`src/rtl/fnd_scan_ctrl.sv`:
```
// fnd_scan_ctrl: 4-digit multiplexed 7-segment (FND) display controller.
// A binary value arrives through a single-cycle load request. It is converted
// to BCD by shift-add-3 over BIN_W cycles, and all digits are then committed
// to the display registers together. The shared active-low segment lines are
// time-multiplexed across the active-low digit commons. Each digit stays
// enabled for SCAN_DIV clocks.
// Optional feature macro: FND_LZB_EN (leading-zero blanking of upper digits).
// Timing: load sampled at edge E0 -> busy high after E0+1, new display
// registers and busy low after E0+BIN_W+2. busy is high for BIN_W+1 cycles.

module fnd_scan_ctrl #(
  parameter int N_DIGITS = 4,
  parameter int SCAN_DIV = 50000,
  parameter int BIN_W    = 14
) (
  input  logic                clk,
  input  logic                rst,
  input  logic                load,
  input  logic [BIN_W-1:0]    bin_in,
  output logic                busy,
  output logic [6:0]          seg,
  output logic [N_DIGITS-1:0] com
);

  localparam int PW    = (SCAN_DIV > 1) ? $clog2(SCAN_DIV) : 1;
  localparam int CW    = (BIN_W > 1) ? $clog2(BIN_W) : 1;
  localparam int IW    = (N_DIGITS > 1) ? $clog2(N_DIGITS) : 1;
  localparam int BCD_W = 4 * N_DIGITS;

  localparam logic [BIN_W-1:0] MAX_VAL   = BIN_W'(9999);
  localparam logic [PW-1:0]    PRESC_TOP = PW'(SCAN_DIV - 1);
  localparam logic [CW-1:0]    CNT_TOP   = CW'(BIN_W - 1);
  localparam logic [IW-1:0]    IDX_TOP   = IW'(N_DIGITS - 1);
  localparam logic [6:0]       SEG_OFF   = 7'b1111111;

  typedef enum logic [1:0] {
    IDLE   = 2'd0,
    CONV   = 2'd1,
    COMMIT = 2'd2
  } state_t;

  // Decimal digit to active-low {g,f,e,d,c,b,a}. Non-decimal nibbles stay dark.
  function automatic logic [6:0] seg_decode(input logic [3:0] d);
    logic [6:0] s;
    case (d)
      4'd0:    s = 7'b1000000;
      4'd1:    s = 7'b1111001;
      4'd2:    s = 7'b0100100;
      4'd3:    s = 7'b0110000;
      4'd4:    s = 7'b0011001;
      4'd5:    s = 7'b0010010;
      4'd6:    s = 7'b0000010;
      4'd7:    s = 7'b1111000;
      4'd8:    s = 7'b0000000;
      4'd9:    s = 7'b0011000;
      default: s = SEG_OFF;
    endcase
    return s;
  endfunction

  // ---------------------------------------------------------------------------
  // State
  // ---------------------------------------------------------------------------
  state_t              state_q, state_d;
  logic                load_q, load_d;     // accepted request, one cycle
  logic [BIN_W-1:0]    bin_q, bin_d;       // saturated captured value
  logic [BIN_W-1:0]    sh_q, sh_d;         // binary shift register
  logic [BCD_W-1:0]    bcd_q, bcd_d;       // BCD accumulator
  logic [CW-1:0]       cnt_q, cnt_d;       // conversion step counter
  logic                busy_q, busy_d;
  logic [BCD_W-1:0]    disp_q, disp_d;     // committed display digits
  logic [PW-1:0]       presc_q, presc_d;
  logic [IW-1:0]       idx_q, idx_d;
  logic [6:0]          seg_q, seg_d;
  logic [N_DIGITS-1:0] com_q, com_d;

  logic                accept;
  logic [BCD_W-1:0]    bcd_adj;
  logic [3:0]          cur_digit;
  logic [N_DIGITS-1:0] blank;

  // Request capture: a load is taken only when nothing is in flight, so a
  // load while busy is dropped rather than queued.
  always_comb begin
    // NOTE: every signal driven here gets a default first so that no path
    // leaves it unassigned; otherwise synthesis infers a latch.
    accept = load && !busy_q && !load_q;
    load_d = accept;
    bin_d  = bin_q;
    if (accept) begin
      bin_d = (bin_in > MAX_VAL) ? MAX_VAL : bin_in;
    end
  end

  // Conversion FSM: next-state, shift-add-3 datapath and commit.
  always_comb begin
    state_d = state_q;
    sh_d    = sh_q;
    bcd_d   = bcd_q;
    cnt_d   = cnt_q;
    disp_d  = disp_q;
    bcd_adj = bcd_q;

    for (int i = 0; i < N_DIGITS; i++) begin
      if (bcd_q[4*i +: 4] >= 4'd5) begin
        bcd_adj[4*i +: 4] = bcd_q[4*i +: 4] + 4'd3;
      end
    end

    case (state_q)
      IDLE: begin
        if (load_q) begin
          sh_d    = bin_q;
          bcd_d   = '0;
          cnt_d   = '0;
          state_d = CONV;
        end
      end
      CONV: begin
        bcd_d = {bcd_adj[BCD_W-2:0], sh_q[BIN_W-1]};
        sh_d  = {sh_q[BIN_W-2:0], 1'b0};
        cnt_d = cnt_q + 1'b1;
        if (cnt_q == CNT_TOP) begin
          state_d = COMMIT;
        end
      end
      COMMIT: begin
        // All digits change together; partial results never reach the display.
        disp_d  = bcd_q;
        state_d = IDLE;
      end
      default: begin
        state_d = IDLE;
      end
    endcase

    busy_d = (state_d != IDLE);
  end

  // Scan timing: prescaler wraps at SCAN_DIV-1 and steps the digit index.
  // A commit does not disturb this; the new value simply appears on the
  // digit currently being scanned.
  always_comb begin
    presc_d = presc_q + 1'b1;
    idx_d   = idx_q;
    if (presc_q == PRESC_TOP) begin
      presc_d = '0;
      idx_d   = (idx_q == IDX_TOP) ? '0 : idx_q + 1'b1;
    end
  end

  // Leading-zero blanking: a digit goes dark when it and every higher digit
  // are zero. The units digit always shows.
`ifdef FND_LZB_EN
  always_comb begin
    blank = '0;
    for (int i = N_DIGITS - 1; i > 0; i--) begin
      if (i == N_DIGITS - 1) begin
        blank[i] = (disp_q[4*i +: 4] == 4'd0);
      end else begin
        blank[i] = blank[i+1] && (disp_q[4*i +: 4] == 4'd0);
      end
    end
  end
`else
  assign blank = '0;
`endif

  // Output decode for the digit selected by the current scan index.
  always_comb begin
    cur_digit = disp_q[4*idx_q +: 4];
    seg_d     = blank[idx_q] ? SEG_OFF : seg_decode(cur_digit);
    com_d     = ~(N_DIGITS'(1) << idx_q);
  end

  // State register with synchronous active-high reset.
  always_ff @(posedge clk) begin
    // NOTE: sequential state uses non-blocking assignments so every register
    // samples pre-edge values regardless of statement order.
    if (rst) begin
      state_q <= IDLE;
      load_q  <= 1'b0;
      bin_q   <= '0;
      sh_q    <= '0;
      bcd_q   <= '0;
      cnt_q   <= '0;
      busy_q  <= 1'b0;
      // NOTE: the display registers are reset on purpose: after reset the
      // display must read 0, even if a conversion was in progress.
      disp_q  <= '0;
      presc_q <= '0;
      idx_q   <= '0;
      seg_q   <= SEG_OFF;
      com_q   <= '1;
    end else begin
      state_q <= state_d;
      load_q  <= load_d;
      bin_q   <= bin_d;
      sh_q    <= sh_d;
      bcd_q   <= bcd_d;
      cnt_q   <= cnt_d;
      busy_q  <= busy_d;
      disp_q  <= disp_d;
      presc_q <= presc_d;
      idx_q   <= idx_d;
      seg_q   <= seg_d;
      com_q   <= com_d;
    end
  end

  assign busy = busy_q;
  assign seg  = seg_q;
  assign com  = com_q;

endmodule

```
`config.mk`:
```
export PLATFORM = sky130hd
export DESIGN_NAME = fnd_scan_ctrl
export DESIGN_NICKNAME = d
export VERILOG_FILES = /design/src/rtl/fnd_scan_ctrl.sv
export SDC_FILE = /design/constraint.sdc
export NUM_CORES = 1
export LEC_CHECK = 0
export ABC_AREA = 1
export CAP_MARGIN = 5
export CORE_MARGIN = 10
export CORE_UTILIZATION = 40
export DETAILED_ROUTE_END_ITERATION = 10
export PLACE_DENSITY_LB_ADDON = 0.25
export SETUP_SLACK_MARGIN = 0.5
export SLEW_MARGIN = 0
export SYNTH_ARGS = -nofsm -noshare
export SYNTH_HDL_FRONTEND = slang
export SYNTH_SLANG_ARGS = --single-unit
```
`constraint.sdc`:
```
create_clock -name clk -period 2.7 [get_ports clk]
set_clock_uncertainty 0.1 [all_clocks]
set_input_delay 0.675 -clock clk [delete_from_list [all_inputs] [get_ports clk]]
set_output_delay 0.675 -clock clk [all_outputs]
set_load 0.1 [all_outputs]
```
==> results.md, run 1 <==
* Max-Slew Margin vs Limit at 0.663
* DRT Pass-1 Iters at 5
* H-tree levels at 3
* Die footprint at around 16000 sq um
* CTS tree: built
* Worst path required time at between 2 and 3 ns
* DP Cell Count at a little under 800
* Ant diodes at 0
* Leak at approximately 0.0022 uW
* Per-cell routed wire length at 11.9 um
* Synthesis-stage register bit count at 97
* Worst VDD drop at 482 uV
* Cells after synthesis at 625
* Netlist cell types at 34
* Ports at 29
* Hold crit path type: reg2reg
* Die Width at ~130 um
* Final setup fails at 0
* Cell Area, Synth at around 4500 sq um
* Buffers added on ports at 28
* Worst skew pair latency at between 0.3 and 0.4 ns
* Iteration-0 DRC Markers at between 200 and 250
* # hold bufs at CTS at 0
* Crit path launch type: input port
* Fill count at about 1100
* Post-layout min period at roughly 1.8 ns
* FF-to-FF Start: idx_q[0]$_SDFFE_PP0N_
* Clock Sinks at between 90 and 100
* Hold slack at about 0.36 ns
* Mapped Nets at 662
* Worst Hold Depth at 2
* Final wirelength at 9450 um
* Fin crit share at 0.671
* Largest area contributor in the netlist: dfxtp_1
* Layout Nets at about 690
* Initial Utilization at 0.412
* Post-DP Area at about 4900 sq um
* Resize count post-CTS at 0
* Setup tns final at 0 ns
* Core Area at 11000 sq um
* Num CTS Buffers at 9
* Initial antenna violation count at 0
* Chip Height at about 130 um
* Pwr/cell area at 597 nW/um^2
* YS warnings at 0
* Vias at a little under 4000
* Worst r2r dst: seg[6]$_SDFF_PP1_
* Vias/cell at about 4.9
* First-pass GRT wire length at around 16000 um
* Vias in the first global route at 3612
* All-Layer GR Usage at 0.119
* Share of layout cells above drive strength 1 at 0.0963
* Routed Antenna Nets at 0
* Post-route cell area at between 5000 and 6000 sq um
* Area Overhead vs Synth at 15.2%
* WP data arrival at 1.98 ns
* GRT overflow at 0
* Pre-CTS WS at around 0.55 ns
* Crit. End Element: flip-flop
* Setup slack, reg-to-reg at 0.90 ns
* Rows at 38
* Min-delay src: bcd_q[5]$_SDFFE_PP0P_
* Setup ws final at between 0.8 and 0.9 ns
* DRC Markers at 0
* Worst Hold Path EP: bcd_q[5]$_SDFFE_PP0P_
* Max FO, Critical Path at 26
* Worst-margin pin slew at ~0.51 ns
* Status: completed
* Root Buffer: clkbuf_16
* Max Root-Sink Buffers at 2
* RePlAce Congestion at slightly above 0.8
* Sequential fraction of the synthesis area at 0.429
* Worst Setup Path Type: in2reg
* Synth top area share at 0.429
* Post-DP HPWL at between 6000 and 7000 um
* Worst Reg-to-Reg Cells at 9
* Largest net degree at the start of global routing at 31
* Setup Buffers After CTS at 0
* Final Hold Viols at 0
* Fin. max-slew vios at 0
* Max Cap Viol at 0
* RSZ-0062 raised after global routing: no
* Leading post-synthesis cells by cell area: dfxtp_1 (43%), nand2_1 (15%), nand3_1 (6.1%)
* Peak Freq at ~0.55 GHz
* Syn Area/Cell at 7.25 sq um
* Clock transition at path regs at ~0.060 ns
* Finished Layout Cells at a little under 800
==> layer usage <==
layer,GRT usage,vias up,part of all wire
met1,0.158,1724,0.51
li1,-,2071,-
met2,0.181,67,0.43
met4,0.0522,0,0.017
met3,0.0262,12,0.042
met5,0,-,0
==> sequential cells by signal, summed over array words and instances, names as in the netlist, 2 cells and up <==
| name | count |
|---|---|
| state_q | 2 |
| bcd_q | 16 |
| cnt_q | 4 |
| disp_q | 16 |
| seg | 7 |
| com | 4 |
| idx_q | 2 |
| sh_q | 14 |
| presc_q | 16 |
| bin_q | 14 |
==> cell type report <==
class | count | area, sq um | area share
multi-input cells | 441 | 2210 | 0.424
inverters | 64 | 240 | 0.0460
flip-flops and latches | 97 | 1940 | 0.372
well taps | 140 | 175 | 0.0336
clock buffers | 11 | 243 | 0.0465
repair buffers | 36 | 323 | 0.0619
clock inverters | 5 | 78.8 | 0.0151
==> cells in the mapped netlist (all sizes together) <==
cell type,count
nor3,2
o211ai,4
a22oi,1
o31ai,1
and2,1
nand3b,2
a31oi,1
clkbuf,8
xor2,2
nand3,58
nand2,181
or2,2
ha,20
inv,64
buf,15
nand4,16
nor2,54
a21oi,57
dfxtp,97
o21a,1
xnor2,2
o21ai,36
==> power breakdown <==
group / internal, uW / total, uW / switching [uW]
Sequential: 1470 / 1500 / 24.0
Combinational: 77.4 / 245 / 167
Clock: 836 / 1370 / 537
==> cells by family after synthesis <==
family                     synth area share
adders and majority gates            0.0552
DFF                                   0.429
buffers and inverters                0.0823
xor gates and xnor gates            0.00774
and+or+nand+nor                       0.306
AOI/OAI and AO/OA                     0.120
==> stage by stage <==
stage | utilization | power, uW
floorplan | - | 1700
global placement | 0.446 | 1770
detailed placement | 0.446 | 1770
CTS | 0.475 | 3150
global route | 0.475 | 3230
finish | 0.475 | 3110
==> worst max path at each step <==
stage | startpoint | end | slack, ns
final | rst | disp_q[12]$_SDFFE_PP0N_ | 0.89
after global routing | idx_q[0]$_SDFFE_PP0N_ | seg[6]$_SDFF_PP1_ | 0.69
after CTS | idx_q[0]$_SDFFE_PP0N_ | seg[6]$_SDFF_PP1_ | 0.67
after detailed placement | load | bin_q[9]$_SDFFE_PP0P_ | 0.55
after global placement | rst | disp_q[8]$_SDFFE_PP0N_ | 0.62
after floorplan | busy$_SDFF_PP0_ | bin_q[0]$_SDFFE_PP0P_ | 0.96
==> worst max-delay path, cell delays in order <==
cell and delay [ns]:
clkdlybuf4s50_1 0.44, inv_2 0.36, buf_4 0.26, o21ai_0 0.11, a21oi_1 0.13
==> placed cells by master, fill, tap and decap left out, types with 19 or more instances in the layout <==
cell / synthesis / routed
nand2_1: 176 / 176
dfxtp_1: 97 / 96
inv_1: 60 / 60
nand3_1: 55 / 55
a21oi_1: 52 / 52
nor2_1: 45 / 45
o21ai_0: 36 / 36
ha_1: 20 / 20
buf_4: 3 / 19
Note: power is estimated with default switching activity, not from simulation.
==> run 2, diff against run 1 <==
Clock period 2.7 ns to 1.7 ns, I/O delays scaled along.
==> run 2 against run 1 <==
  * Sequential cell count unchanged
  * Routed wire length is 56% higher
  * Utilization rose by 19 points
  * Global-route usage is 3.9 points higher
  * Critical path type is now reg2reg
==> results.md, run 2 (same netlist as run 1, synthesis figures left out) <==
* Iteration-0 DRC Markers at 407 (was 247)
* Peak Freq at between 0.6 and 0.7 GHz
* Area Overhead vs Synth at 60.7% (was 15.2%)
* Ant diodes at 0 (unchanged)
* WP data arrival at 1.65 ns (was 1.98 ns)
* Pwr/cell area at 733 nW/um^2 (was 597 nW/um^2)
* Share of layout cells above drive strength 1 at 0.468 (was 0.0963)
* Final Hold Viols at 0 (unchanged)
* GRT met1 Usage at 0.183 (was 0.158)
* First-pass GRT wire length at 21000 um (was 16400 um)
* Crit. End Element: flip-flop (unchanged)
* DRC Markers at 0 (unchanged)
* GRT overflow at 0 (unchanged)
* Crit path launch type: flip-flop (was input port)
* Per-cell routed wire length at 17.0 um (was 11.9 um)
* Root Buffer: clkbuf_16 (unchanged)
* Hold crit path type: reg2reg (unchanged)
* Worst VDD drop at 762 uV (was 482 uV)
* Setup tns final at 0 ns (unchanged)
* Max Cap Viol at 0 (unchanged)
* Fill count at 776 (was 1115)
* # hold bufs at CTS at 0 (unchanged)
* Final wirelength at 14800 um (was 9450 um)
* Fin. max-slew vios at 0 (unchanged)
* DRT Pass-1 Iters at 5 (unchanged)
* Worst-margin pin slew at 0.449 ns (was 0.505 ns)
* Most frequent cells in the layout: nand2_1 (115), dfxtp_1 (64), inv_1 (41), buf_4 (39), nand2_4 (36) (was nand2_1 (176), dfxtp_1 (96), inv_1 (60), nand3_1 (55), a21oi_1 (52))
* Layout Nets at 760 (was 686)
* Met2 GRT Util at 0.273 (was 0.181)
* Post-layout min period at 1.50 ns
* Final setup fails at 0 (unchanged)
* Chip Height at 126 um (unchanged)
* Worst skew pair latency at 0.36 ns (was 0.34 ns)
* FF/Latch Area at 2000 sq um (was 1940 sq um)
* Footprint of the multi-input gates at 3140 sq um (was 2210 sq um)
* Ports at 29 (unchanged)
* Routed Antenna Nets at 0 (unchanged)
* Post-route cell area at 7280 sq um (was 5220 sq um)
* Top Registers: bcd_q (16), disp_q (16), presc_q (16) (unchanged)
* CTS tree: built (unchanged)
* Die footprint at 16000 sq um (unchanged)
* Post-DP Area at 5270 sq um (was 4890 sq um)
* Rows at 38 (unchanged)
* Num CTS Buffers at 9 (unchanged)
* Total power draw at 5340 uW (was 3110 uW)
* H-tree levels at 3 (unchanged)
* Max Root-Sink Buffers at 2 (unchanged)
* Post-DP HPWL at 7180 um (was 6750 um)
* All-Layer GR Usage at 0.159 (was 0.119)
* Status: completed (unchanged)
* Clock transition at path regs at 0.07 ns (was 0.06 ns)
* Max-Slew Margin vs Limit at 0.700 (was 0.663)
* Final Core Density at 0.663 (was 0.475)
* Fin crit share at 0.885
* Die Width at 126 um (unchanged)
* Buffers added on ports at 28 (unchanged)
* Vias/cell at 5.37 (was 4.88)
* M3 GR Usage at 0.0300 (was 0.0262)
* Initial antenna violation count at 0 (unchanged)
* Vias at 4664 (was 3874)
* Most common cell after layout, fill and taps aside: nand2_1 (unchanged)
* Worst Setup Path Type: reg2reg (was in2reg)
* Top Usage Layer GRT: met2 (unchanged)
* Largest net degree at the start of global routing at 20 (was 31)
* Leak at 0.00314 uW (was 0.00218 uW)
* Hold slack at 0.372 ns (was 0.363 ns)
* Initial Utilization at 0.412 (unchanged)
* Max FO, Critical Path at 10 (was 26)
* Clock Sinks at 97 (unchanged)
* Vias in the first global route at 4371 (was 3612)
* RePlAce Congestion at 0.813 (was 0.824)
* Worst path required time at 1.85 ns (was 2.87 ns)
* Core Area at 11000 sq um (unchanged)
* RSZ-0062 raised after global routing: yes (was no)
[run 2: changes by cell type in the layout (fill, tap and decap cells not counted), sizes merged]
cell	change
clkinv	+2
clkbuf	-1
buf	+70
clkinvlp	+3
dlygate4sd2	+9
nand2	+2
clkdlybuf4s50	-9
bufinv	-2
[run 2: final timing paths]
path | start | slack, ns | endpoint | cells after the start
max reg2reg | idx_q[0]$_SDFFE_PP0N_ | 0.20 | seg[6]$_SDFF_PP1_ | 9
max | idx_q[0]$_SDFFE_PP0N_ | 0.20 | seg[6]$_SDFF_PP1_ | 9
min | bcd_q[9]$_SDFFE_PP0P_ | 0.37 | bcd_q[9]$_SDFFE_PP0P_ | 2
min reg2reg | bcd_q[9]$_SDFFE_PP0P_ | 0.37 | bcd_q[9]$_SDFFE_PP0P_ | 2
[run 2: area by class of cell]
class	count	area share
tap	140	0.0241
sequential	97	0.275
clock buffer	9	0.0309
inverter	64	0.0425
timing repair inverter	1	0.00103
timing repair buffer	107	0.187
clock inverter	7	0.00825
multi-input combinational	443	0.431
[run 2: where the power goes]
group | internal (uW) | leakage (uW) | switching, uW
combinational | 446 | 0.00220 | 476
sequential | 2330 | 0.000799 | 70.0
clock | 1020 | 0.000137 | 997
[run 2: per-layer routing]
| metal | share of wire | wire [um] | vias up |
|---|---|---|---|
| met1 | 0.39 | 5820 | 2226 |
| li1 | - | - | 2232 |
| met3 | 0.052 | 772 | 48 |
| met5 | 0 | 0 | - |
| met4 | 0.035 | 517 | 0 |
| met2 | 0.52 | 7640 | 158 |
[run 2: through the flow]
stage	worst slack [ns]	std cells
after floorplan	0.296	625
after global placement	-0.0648	790
after detailed placement	-0.105	790
after CTS	0.230	857
after global routing	0.128	868
final	0.195	868
[run 2: timing repair]
action                                  4_1_cts  5_1_grt
pin swaps                                    54       29
gates cloned                                 12        2
resized for setup                           176      142
endpoints found under the setup margin      103       91
setup buffers                                39        9
[run 2: worst max-delay path, stage by stage (launching register included)]
cell and delay [ns]:
dfxtp_4 0.42, inv_6 0.07, nand2_2 0.06, nand3_2 0.12
nand2_4 0.14, inv_4 0.05, ha_4 0.15, nand3b_1 0.17
nand3_1 0.08, nand2_1 0.05
